## config.mk

```make
export PLATFORM = sky130hd
export DESIGN_NAME = spi_flash_loader
export DESIGN_NICKNAME = d
export VERILOG_FILES = /design/src/rtl/spi_flash_loader.sv
export SDC_FILE = /design/constraint.sdc
export NUM_CORES = 1
export LEC_CHECK = 0
export ABC_CLOCK_PERIOD_IN_PS = 4400
export BUFFER_PORTS_ARGS = -buffer_cell sky130_fd_sc_hd__buf_2
export CELL_PAD_IN_SITES_DETAIL_PLACEMENT = 1
export CELL_PAD_IN_SITES_GLOBAL_PLACEMENT = 2
export CORE_ASPECT_RATIO = 2
export CORE_MARGIN = 3
export CORE_UTILIZATION = 30
export CTS_CLUSTER_SIZE = 12
export DETAILED_ROUTE_END_ITERATION = 8
export HOLD_SLACK_MARGIN = 0.1
export PLACE_DENSITY_LB_ADDON = 0.1
export SLEW_MARGIN = 20
export SYNTH_ARGS = -nofsm -noshare
export SYNTH_HDL_FRONTEND = slang
export SYNTH_SLANG_ARGS = --single-unit
```

## constraint.sdc

```tcl
create_clock -name clk -period 4.4 [get_ports clk]
set_input_delay 0.22 -clock clk [delete_from_list [all_inputs] [get_ports clk]]
set_output_delay 0.22 -clock clk [all_outputs]
set_load 0.1 [all_outputs]
```

## src/rtl/spi_flash_loader.sv

```systemverilog
`default_nettype none
`timescale 1ns/1ps
// ============================================================================
// Module      : spi_flash_loader
// Description : Power-up SPI master that reads the Atom ROM image from an
//               external SPI flash (READ 0x03) and writes it byte by byte
//               into the external SRAM, holding the Atom off the SRAM bus
//               until the copy is complete.
//               Optional build macro: SPI_FLASH_WAKE_EN (send 0xAB release-
//               from-power-down frame and wait WAKE_WAIT cycles first).
// Revision    : 1.0 - initial release
// ============================================================================
module spi_flash_loader #(
    parameter logic [23:0] FLASH_ADDR      = 24'h030000,
    parameter logic [17:0] BOOT_START_ADDR = 18'h02900,
    parameter logic [17:0] BOOT_END_ADDR   = 18'h0FFFF,
    parameter int          CLK_DIV         = 2
`ifdef SPI_FLASH_WAKE_EN
   ,parameter int          WAKE_WAIT       = 200
`endif
) (
    input  logic        clk,
    input  logic        reset,
    input  logic        start,
    output logic        booting,
    output logic        progress,
    output logic        SCK,
    output logic        SSEL,
    output logic        MOSI,
    input  logic        MISO,
    input  logic        atom_RAMCS_b,
    input  logic        atom_RAMOE_b,
    input  logic        atom_RAMWE_b,
    input  logic [17:0] atom_RAMA,
    input  logic [7:0]  atom_RAMDin,
    output logic        ext_RAMCS_b,
    output logic        ext_RAMOE_b,
    output logic        ext_RAMWE_b,
    output logic [17:0] ext_RAMA,
    output logic [7:0]  ext_RAMDin
);

    localparam int                DIV_W    = (CLK_DIV > 1) ? $clog2(CLK_DIV) : 1;
    localparam logic [DIV_W-1:0]  DIV_LAST = DIV_W'(CLK_DIV - 1);

    localparam logic [3:0] S_IDLE     = 4'd0;
    localparam logic [3:0] S_CMD      = 4'd3;
    localparam logic [3:0] S_ADDR2    = 4'd4;
    localparam logic [3:0] S_ADDR1    = 4'd5;
    localparam logic [3:0] S_ADDR0    = 4'd6;
    localparam logic [3:0] S_READ     = 4'd7;
    localparam logic [3:0] S_WR1      = 4'd8;
    localparam logic [3:0] S_WR2      = 4'd9;
    localparam logic [3:0] S_WR3      = 4'd10;
    localparam logic [3:0] S_WR4      = 4'd11;
    localparam logic [3:0] S_DONE     = 4'd12;
`ifdef SPI_FLASH_WAKE_EN
    localparam logic [3:0] S_WAKE     = 4'd1;
    localparam logic [3:0] S_WAKE_GAP = 4'd2;
    localparam int                GAP_W    = $clog2(WAKE_WAIT + 1);
    localparam logic [GAP_W-1:0]  GAP_LAST = GAP_W'(WAKE_WAIT - 1);
    logic [GAP_W-1:0] gap_q, gap_d;
`endif

    logic [3:0]       state_q, state_d;
    logic             sck_q, sck_d, ssel_q, ssel_d, mosi_q, mosi_d;
    logic             we_q, we_d, booting_q, booting_d, progress_q, progress_d;
    logic             lead_q, lead_d;
    logic [17:0]      a_q, a_d;
    logic [7:0]       din_q, din_d, tx_q, tx_d, rx_q, rx_d;
    logic [DIV_W-1:0] div_q, div_d;
    logic [2:0]       bit_q, bit_d;
    logic             miso_s1_q, miso_s2_q;
    logic [7:0]       w_rx_next;
    logic             w_shifting;

    assign w_rx_next = {rx_q[6:0], miso_s2_q};

`ifdef SPI_FLASH_WAKE_EN
    assign w_shifting = (state_q == S_CMD) || (state_q == S_ADDR2) || (state_q == S_ADDR1) ||
                        (state_q == S_ADDR0) || (state_q == S_READ) || (state_q == S_WAKE);
`else
    assign w_shifting = (state_q == S_CMD) || (state_q == S_ADDR2) || (state_q == S_ADDR1) ||
                        (state_q == S_ADDR0) || (state_q == S_READ);
`endif

    // Sequencer and SPI bit engine: computes the next value of every register.
    always_comb begin
        state_d    = state_q;
        sck_d      = sck_q;
        ssel_d     = ssel_q;
        mosi_d     = mosi_q;
        we_d       = we_q;
        a_d        = a_q;
        din_d      = din_q;
        booting_d  = booting_q;
        progress_d = 1'b0;
        div_d      = div_q;
        bit_d      = bit_q;
        tx_d       = tx_q;
        rx_d       = rx_q;
        lead_d     = lead_q;
`ifdef SPI_FLASH_WAKE_EN
        gap_d      = gap_q;
`endif
        case (state_q)
            S_IDLE: begin
                if (start) begin
`ifdef SPI_FLASH_WAKE_EN
                    state_d = S_WAKE;
                    tx_d    = 8'hAB;
`else
                    state_d = S_CMD;
                    tx_d    = 8'h03;
`endif
                    ssel_d  = 1'b0;
                    lead_d  = 1'b1;
                    div_d   = '0;
                    bit_d   = 3'd0;
                    sck_d   = 1'b0;
                end
            end
`ifdef SPI_FLASH_WAKE_EN
            S_WAKE_GAP: begin
                gap_d = gap_q + 1'b1;
                if (gap_q == GAP_LAST) begin
                    state_d = S_CMD;
                    ssel_d  = 1'b0;
                    lead_d  = 1'b1;
                    tx_d    = 8'h03;
                    gap_d   = '0;
                end
            end
`endif
            // Address and data already stable for a cycle; drop write strobe.
            S_WR1: begin
                we_d    = 1'b0;
                state_d = S_WR2;
            end
            S_WR2: state_d = S_WR3;
            S_WR3: begin
                we_d       = 1'b1;
                progress_d = 1'b1;
                state_d    = S_WR4;
            end
            // Address advances only after WE_b has been high for a cycle.
            S_WR4: begin
                if (a_q == BOOT_END_ADDR) begin
                    state_d   = S_DONE;
                    ssel_d    = 1'b1;
                    booting_d = 1'b0;
                end else begin
                    a_d     = a_q + 18'd1;
                    state_d = S_READ;
                end
            end
            S_DONE: ;
            default: begin
                if (!w_shifting) begin
                    state_d = S_IDLE;
                end else if (lead_q) begin
                    // One setup cycle after SSEL falls before bit 7 is driven.
                    lead_d = 1'b0;
                    mosi_d = tx_q[7];
                end else if (!sck_q) begin
                    if (div_q == DIV_LAST) begin
                        sck_d = 1'b1;
                        div_d = '0;
                    end else begin
                        div_d = div_q + 1'b1;
                    end
                end else begin
                    // Sample on the first clk of the high phase so the
                    // synchroniser has caught up with the flash output.
                    if (div_q == '0) begin
                        rx_d = w_rx_next;
                    end
                    if (div_q == DIV_LAST) begin
                        sck_d = 1'b0;
                        div_d = '0;
                        if (bit_q == 3'd7) begin
                            bit_d = 3'd0;
                            case (state_q)
`ifdef SPI_FLASH_WAKE_EN
                                S_WAKE: begin
                                    state_d = S_WAKE_GAP;
                                    ssel_d  = 1'b1;
                                    mosi_d  = 1'b0;
                                    gap_d   = '0;
                                end
`endif
                                S_CMD: begin
                                    state_d = S_ADDR2;
                                    tx_d    = FLASH_ADDR[23:16];
                                    mosi_d  = FLASH_ADDR[23];
                                end
                                S_ADDR2: begin
                                    state_d = S_ADDR1;
                                    tx_d    = FLASH_ADDR[15:8];
                                    mosi_d  = FLASH_ADDR[15];
                                end
                                S_ADDR1: begin
                                    state_d = S_ADDR0;
                                    tx_d    = FLASH_ADDR[7:0];
                                    mosi_d  = FLASH_ADDR[7];
                                end
                                S_ADDR0: begin
                                    state_d = S_READ;
                                    tx_d    = 8'h00;
                                    mosi_d  = 1'b0;
                                end
                                default: begin
                                    state_d = S_WR1;
                                    din_d   = (div_q == '0) ? w_rx_next : rx_q;
                                end
                            endcase
                        end else begin
                            bit_d  = bit_q + 3'd1;
                            tx_d   = {tx_q[6:0], 1'b0};
                            mosi_d = tx_q[6];
                        end
                    end else begin
                        div_d = div_q + 1'b1;
                    end
                end
            end
        endcase
    end

    // State registers; reset returns the loader to its power-up condition.
    always_ff @(posedge clk or posedge reset) begin
        if (reset) begin
            state_q    <= S_IDLE;
            sck_q      <= 1'b0;
            ssel_q     <= 1'b1;
            mosi_q     <= 1'b0;
            we_q       <= 1'b1;
            a_q        <= BOOT_START_ADDR;
            din_q      <= 8'h00;
            booting_q  <= 1'b1;
            progress_q <= 1'b0;
            div_q      <= '0;
            bit_q      <= 3'd0;
            tx_q       <= 8'h00;
            rx_q       <= 8'h00;
            lead_q     <= 1'b0;
            miso_s1_q  <= 1'b0;
            miso_s2_q  <= 1'b0;
`ifdef SPI_FLASH_WAKE_EN
            gap_q      <= '0;
`endif
        end else begin
            state_q    <= state_d;
            sck_q      <= sck_d;
            ssel_q     <= ssel_d;
            mosi_q     <= mosi_d;
            we_q       <= we_d;
            a_q        <= a_d;
            din_q      <= din_d;
            booting_q  <= booting_d;
            progress_q <= progress_d;
            div_q      <= div_d;
            bit_q      <= bit_d;
            tx_q       <= tx_d;
            rx_q       <= rx_d;
            lead_q     <= lead_d;
            miso_s1_q  <= MISO;
            miso_s2_q  <= miso_s1_q;
`ifdef SPI_FLASH_WAKE_EN
            gap_q      <= gap_d;
`endif
        end
    end

    assign booting  = booting_q;
    assign progress = progress_q;
    assign SCK      = sck_q;
    assign SSEL     = ssel_q;
    assign MOSI     = mosi_q;

    // SRAM bus: loader owns it while booting, otherwise Atom passes through.
    assign ext_RAMCS_b = booting_q ? 1'b0  : atom_RAMCS_b;
    assign ext_RAMOE_b = booting_q ? 1'b1  : atom_RAMOE_b;
    assign ext_RAMWE_b = booting_q ? we_q  : atom_RAMWE_b;
    assign ext_RAMA    = booting_q ? a_q   : atom_RAMA;
    assign ext_RAMDin  = booting_q ? din_q : atom_RAMDin;

endmodule
`default_nettype wire
```

==> metrics.yaml, run 1 <==
syn_inst: 284
startpoint: "booting$_DFFE_PP1P_"
drtIter0Drc: 151
synth_enable_flop_cells: 0
layoutNonFillerInstCount: 489
synth_ff_type: "dfrtp_1"
design_area_um2: 3900
utilization_pct: 39.4
area_growth_pct: 26.7
cts_root_buf: "clkbuf_16"
clkSlewWorstSetupHoldPaths_ns: 0.05
hold_class: "input port to register"
crit_type: "register to output pin"
reg2reg_from: "state_q[0]$_DFFE_PP0P_"
first_global_vias: 2573
dieWidth_um: 77.6
drc: 0
synth_top_area_share_pct: 43.1
num_rows: 51
cp_num_buf_inv: 1
syn-cell-area_um2: 3080
cp-end-kind: "output pin"
fin_crit_sh_pct: 51.0
reg2reg_depth: 4
htreeDepth: 3
period_minus_slack_ns: 2.24
setup_ws_ns: 2.16
drt-vias-per-instance: 4.90
multi_input_area_um2: 1520
fin_nets: 388
wirelength_um: 7840
max_slew_margin_pct: 54.2
worstHoldStart: "start"
ff_latch_area_um2: 1480
dp_cells: 471
fmax_mhz: 445
min_path_cells: 3
hpwl_um: 6030
max_stage_delay_ns: 0.98
ys_seq_elements: 59
ys_seq_area_share_pct: 48.2
overflow: 0
grt_max_degree: 33
placed_cell_area_um2: 3530
dp_slack_ns: 2.19
clock-sinks: 59
io_buffers: 66
clock_latency_ns: 0.33
maxCapViolations: 0
die_area_um2: 11600
crit_family: "flip-flops"
worst_slew_pin_slew_ns: 0.687
antenna_cells: 0
cts_tree: "done"
synth_area_leader_cell: "dfrtp_1"
start_util_pct: 31.1
ant_nets: 0
core_um2: 9890
grt_antenna_before_repair: 0
rrSetupSlack_ns: 2.19
synth.area.top_cells: "dfrtp_1 (43%), mux2_2 (16%), dfstp_2 (5.1%)"
cp-start-kind: "register"
drv_slew: 0
r2r_end: "tx_q[0]$_DFFE_PP0P_"
final-setup-viol-count: 0
hold_slack_ns: 0.209
cts_made_buffers: 9
n_fill_cell: 1144
cp_cell_sequence: "mux2_2 > buf_2"
power.leakage_nw: 1.81
path_max_fanout: 31
drtPass1Iterations: 4
postCtsSetupRepairBufs: 0
drive_above_1_share_pct: 41.2
tns_ns: 0
synth_nets: 320
fin_skew_ns: 0.00370
hold_viol_final: 0
ir_drop_mv: 0.187
worstHoldEndpoint: "SSEL$_DFFE_PP1P_"
pwr_density_cell_nw_per_um2: 392
crit_slowest_cell: "dfstp_2"
pin_count: 67
grt_pass1_wl_um: 13100
totalPowerFinal_mw: 1.53
cts_hold_buffers: 2
status: "completed"
cts_resized: 0
ys_warn_count: 0
detail_route.wl_per_cell_um: 16.0
grtUsageTotal_pct: 14.9
place.gp.congestion: 0.764
vias: 2394
arrival_ns: 2.02
clockBufferDepth: 2
async_flop_share_pct: 100
cp.required_ns: 4.18
avgSynthCellArea_um2: 10.8
die_y_um: 149
synth_cell_types: 43
rsz0062_at_grt: "no"
==> state kept, by name, summed over array words and instances, names as in the netlist, 3 cells and up <==
register / count
rx_q: 8
tx_q: 8
bit_q: 3
state_q: 4
a_q: 18
din_q: 8
==> Yosys cell counts (3+ instances only) <==
master     n
a21oi_1    7
a22o_1     4
and3_1     6
buf_2      6
clkbuf_1   6
dfrtp_1   53
dfstp_2    6
ha_1       3
inv_1      6
mux2_2    44
nand2_1   32
nand3_1    9
nand4_1    7
nor2_1    16
nor2b_1    3
nor3_1     5
o21ai_0   21
or2_2      3
xnor2_1   14
xor2_1     3
==> cells in the final DEF (no fill, tap or decap), drive strengths merged, types with 4 or more instances in the layout <==
cell type	instances
and3	6
nand2	33
nor2	16
nand4	8
o21ai	22
inv	6
nor4	4
nand3	9
a21oi	7
nor3	5
clkbuf	10
mux2	45
dfrtp	53
dfstp	6
buf	67
xnor2	14
a22o	4
==> per-layer routing <==
layer	wire length (µm)	GRT usage, %	vias up
met5	0	0	-
met3	273	2.90	11
li1	-	-	1148
met1	2770	14.5	1186
met4	184	8.02	0
met2	4610	28.4	49
==> power breakdown <==
group	switching, mW	total, mW	internal, mW
clock network	0.250	0.819	0.569
logic	0.127	0.161	0.0334
registers	0.00270	0.551	0.548
==> worst register-to-register path: stages, from the launching register on <==
cell      delay [ns]
dfrtp_1         0.55
a21oi_1         0.52
nor3_1          0.12
o211ai_2        0.50
mux2_2          0.41
==> cell type report <==
type                            instances  share of cell area [%]
Inverter                                6                   0.577
Tap cell                              132                    4.23
Sequential cell                        59                    38.0
Clock inverter                          6                    2.89
Multi-Input combinational cell        207                    38.9
Timing Repair Buffer                   69                    9.18
Clock buffer                           10                    6.13
==> worst max-delay path by stage <==
stage	end	slack, ns	cells past startpoint
2_1_floorplan	ext_RAMCS_b	2.01	2
4_1_cts	ext_RAMDin[6]	2.09	2
3_5_place_dp	tx_q[0]$_DFFE_PP0P_	2.19	4
3_3_place_gp	tx_q[0]$_DFFE_PP0P_	2.24	4
5_1_grt	tx_q[0]$_DFFE_PP0P_	2.01	4
6_report	ext_RAMDin[6]	2.16	2
==> logic make-up (layout without fill, tap and decap cells) <==
kind of cell	count (synthesis)	count (layout)	share of synthesized area, %
buf+inv	18	91	2.44
simple gates	96	96	16.8
compound gates	45	45	9.55
fa+ha+maj	3	3	1.22
mux	46	46	16.9
flops	59	59	48.2
xor+xnor	17	17	4.84
Power figures use the tool's default switching activity.
==> run 2: changes to the inputs <==
- ABC_AREA: not set -> 1
- ABC_CLOCK_PERIOD_IN_PS: 4400 -> 1800
- CORE_UTILIZATION: 30 -> 28
- clock period: 4.4 -> 1.8 ns (I/O delays scaled with it)
==> metrics.yaml, run 2 <==
regMostFlops: "a_q"
area_growth_pct: 49.0
antenna_cells: 0
synthMostInstantiatedCell: "nand2_1"
fin_nets: 564
rsz0062_at_grt: "no"
pin_count: 67
grtUsageTotal_pct: 16.8
drc: 0
cts_root_buf: "clkbuf_16"
fin_skew_ns: 0.00766
ys_seq_area_share_pct: 45.0
start_util_pct: 28.9
synth_ff_type: "dfrtp_1"
grt_antenna_before_repair: 0
worst_slew_pin_slew_ns: 0.510
cp-start-kind: "register"
die_area_um2: 13200
ys_warn_count: 0
ir_drop_mv: 0.801
async_flop_share_pct: 100
synth.area.top_cells: "dfrtp_1 (40%), nand2_1 (18%), inv_1 (4.9%)"
place.gp.congestion: 0.805
synth_enable_flop_cells: 0
design_area_um2: 4910
final-setup-viol-count: 0
arrival_ns: 1.62
grt_max_degree: 39
synth_top_area_share_pct: 40.2
vias: 3149
ant_nets: 0
largest_register_ffs: 18
fmax_mhz: 584
cp-end-kind: "output pin"
hpwl_um: 8320
syn_inst: 431
wirelength_um: 10200
clock_latency_ns: 0.33
drtPass1Iterations: 4
drt-vias-per-instance: 4.67
ys_seq_elements: 59
first_global_vias: 3449
period_minus_slack_ns: 1.71
hold_viol_final: 0
cp.required_ns: 1.71
io_buffers: 66
num_rows: 55
drtIter0Drc: 52
synth_cell_types: 30
synth_nets: 467
hold_class: "input port to asynchronous set/reset pin"
core_um2: 11400
grt_pass1_wl_um: 16700
avgSynthCellArea_um2: 7.66
utilization_pct: 43.0
maxCapViolations: 0
htreeDepth: 3
status: "completed"
drv_slew: 0
cts_made_buffers: 9
fin_crit_sh_pct: 95.2
crit_type: "register to output pin"
final_common_cell: "nand2_1"
drive_above_1_share_pct: 35.3
dieWidth_um: 82.8
final_cell_mix: "nand2_1 (142), dfrtp_1 (51), inv_1 (41)"
clkSlewWorstSetupHoldPaths_ns: 0.05
clock-sinks: 59
clockBufferDepth: 2
detail_route.wl_per_cell_um: 15.2
power.leakage_nw: 2.43
synth_commonest_cells: "nand2_1 (161), dfrtp_1 (53), inv_1 (43)"
syn-cell-area_um2: 3300
max_slew_margin_pct: 66.0
overflow: 0
pwr_density_cell_nw_per_um2: 760
n_fill_cell: 1383
synth_area_leader_cell: "dfrtp_1"
cts_tree: "done"
placed_cell_area_um2: 4480
path_max_fanout: 7
die_y_um: 160
-- run 2: changes by cell type in the layout (fill, tap and decap cells not counted), sizes merged, moves of 6 or more --
cell / before / now
and3: 6 / 0
xor2: 3 / 13
buf: 67 / 93
inv: 6 / 48
nor2: 16 / 33
mux2: 45 / 0
nand2: 33 / 167
nand3: 9 / 20
o21ai: 22 / 47
xnor2: 14 / 3
-- run 2: what timing repair did --
item,in CTS,in global routing
buffers inserted,1,1
hold buffers,3,0
hold endpoints to repair,56,0
cloned,0,0
pin swaps,1,2
setup endpoints to repair,40,42
resized for setup,7,16
-- run 2: layer usage --
layer  vias to the layer above  GRT usage (%)  wire length, µm
met4                         0           6.03              184
li1                       1555              -                -
met2                        38           33.8             6390
met3                        12           2.77              251
met1                      1544           15.6             3420
met5                         -              0                0
-- run 2: layout make-up --
class                           instances  area, µm²  share of cell area (%)
Clock buffer                           12        256                    5.22
Clock inverter                          4       72.6                    1.48
Sequential cell                        59       1490                    30.3
Inverter                               48        199                    4.05
Tap cell                              142        178                    3.62
Multi-Input combinational cell        314       1760                    35.7
Timing Repair Buffer                   96        962                    19.6
-- run 2: logic make-up after synthesis --
logic type      synth area share, %
compound gates                 10.6
fa+ha+maj                      1.14
buf+inv                        7.62
simple gates                   31.4
flops                          45.0
xor+xnor                       4.25
-- run 2: worst paths after layout --
| path | end | startpoint | slack [ns] | cells after the start |
|---|---|---|---|---|
| worst max-delay path | ext_RAMOE_b | booting$_DFFE_PP1P_ | 0.09 | 3 |
| worst min-delay path | MOSI$_DFFE_PP0P_ | reset | 0.16 | 3 |
| worst max register to register | state_q[2]$_DFFE_PP0P_ | bit_q[0]$_DFFE_PP0P_ | 0.12 | 8 |
| worst min register to register | miso_s2_q$_DFF_PP0_ | miso_s1_q$_DFF_PP0_ | 0.35 | 0 |
| max in group asynchronous | state_q[2]$_DFFE_PP0P_ | reset | 0.94 | 4 |
| min in group clk | miso_s2_q$_DFF_PP0_ | miso_s1_q$_DFF_PP0_ | 0.35 | 0 |
-- run 2: metrics by stage --
step	std cells	total power, mW	setup slack [ns]	TNS, ns	hold slack (ns)
2_1_floorplan	431	1.68	-0.0744	-0.265	0.121
3_3_place_gp	654	1.87	0.0107	0	-0.0622
3_5_place_dp	654	1.87	-0.000513	-0.000513	-0.0605
4_1_cts	674	3.80	0.00629	0	0.137
5_1_grt	675	3.87	0.000391	0	0.167
6_report	675	3.74	0.0867	0	0.156
-- run 2: critical path, cell delays in order, from the launching register on --
cell     delay, ns
dfstp_4       0.72
buf_4         0.19
or2_2         0.11
buf_4         0.27
-- run 2: where the power goes --
part / internal, mW / switching (mW) / total, mW
clock: 1.28 / 0.603 / 1.89
combinational: 0.172 / 0.347 / 0.518
sequential: 1.33 / 0.000632 / 1.33
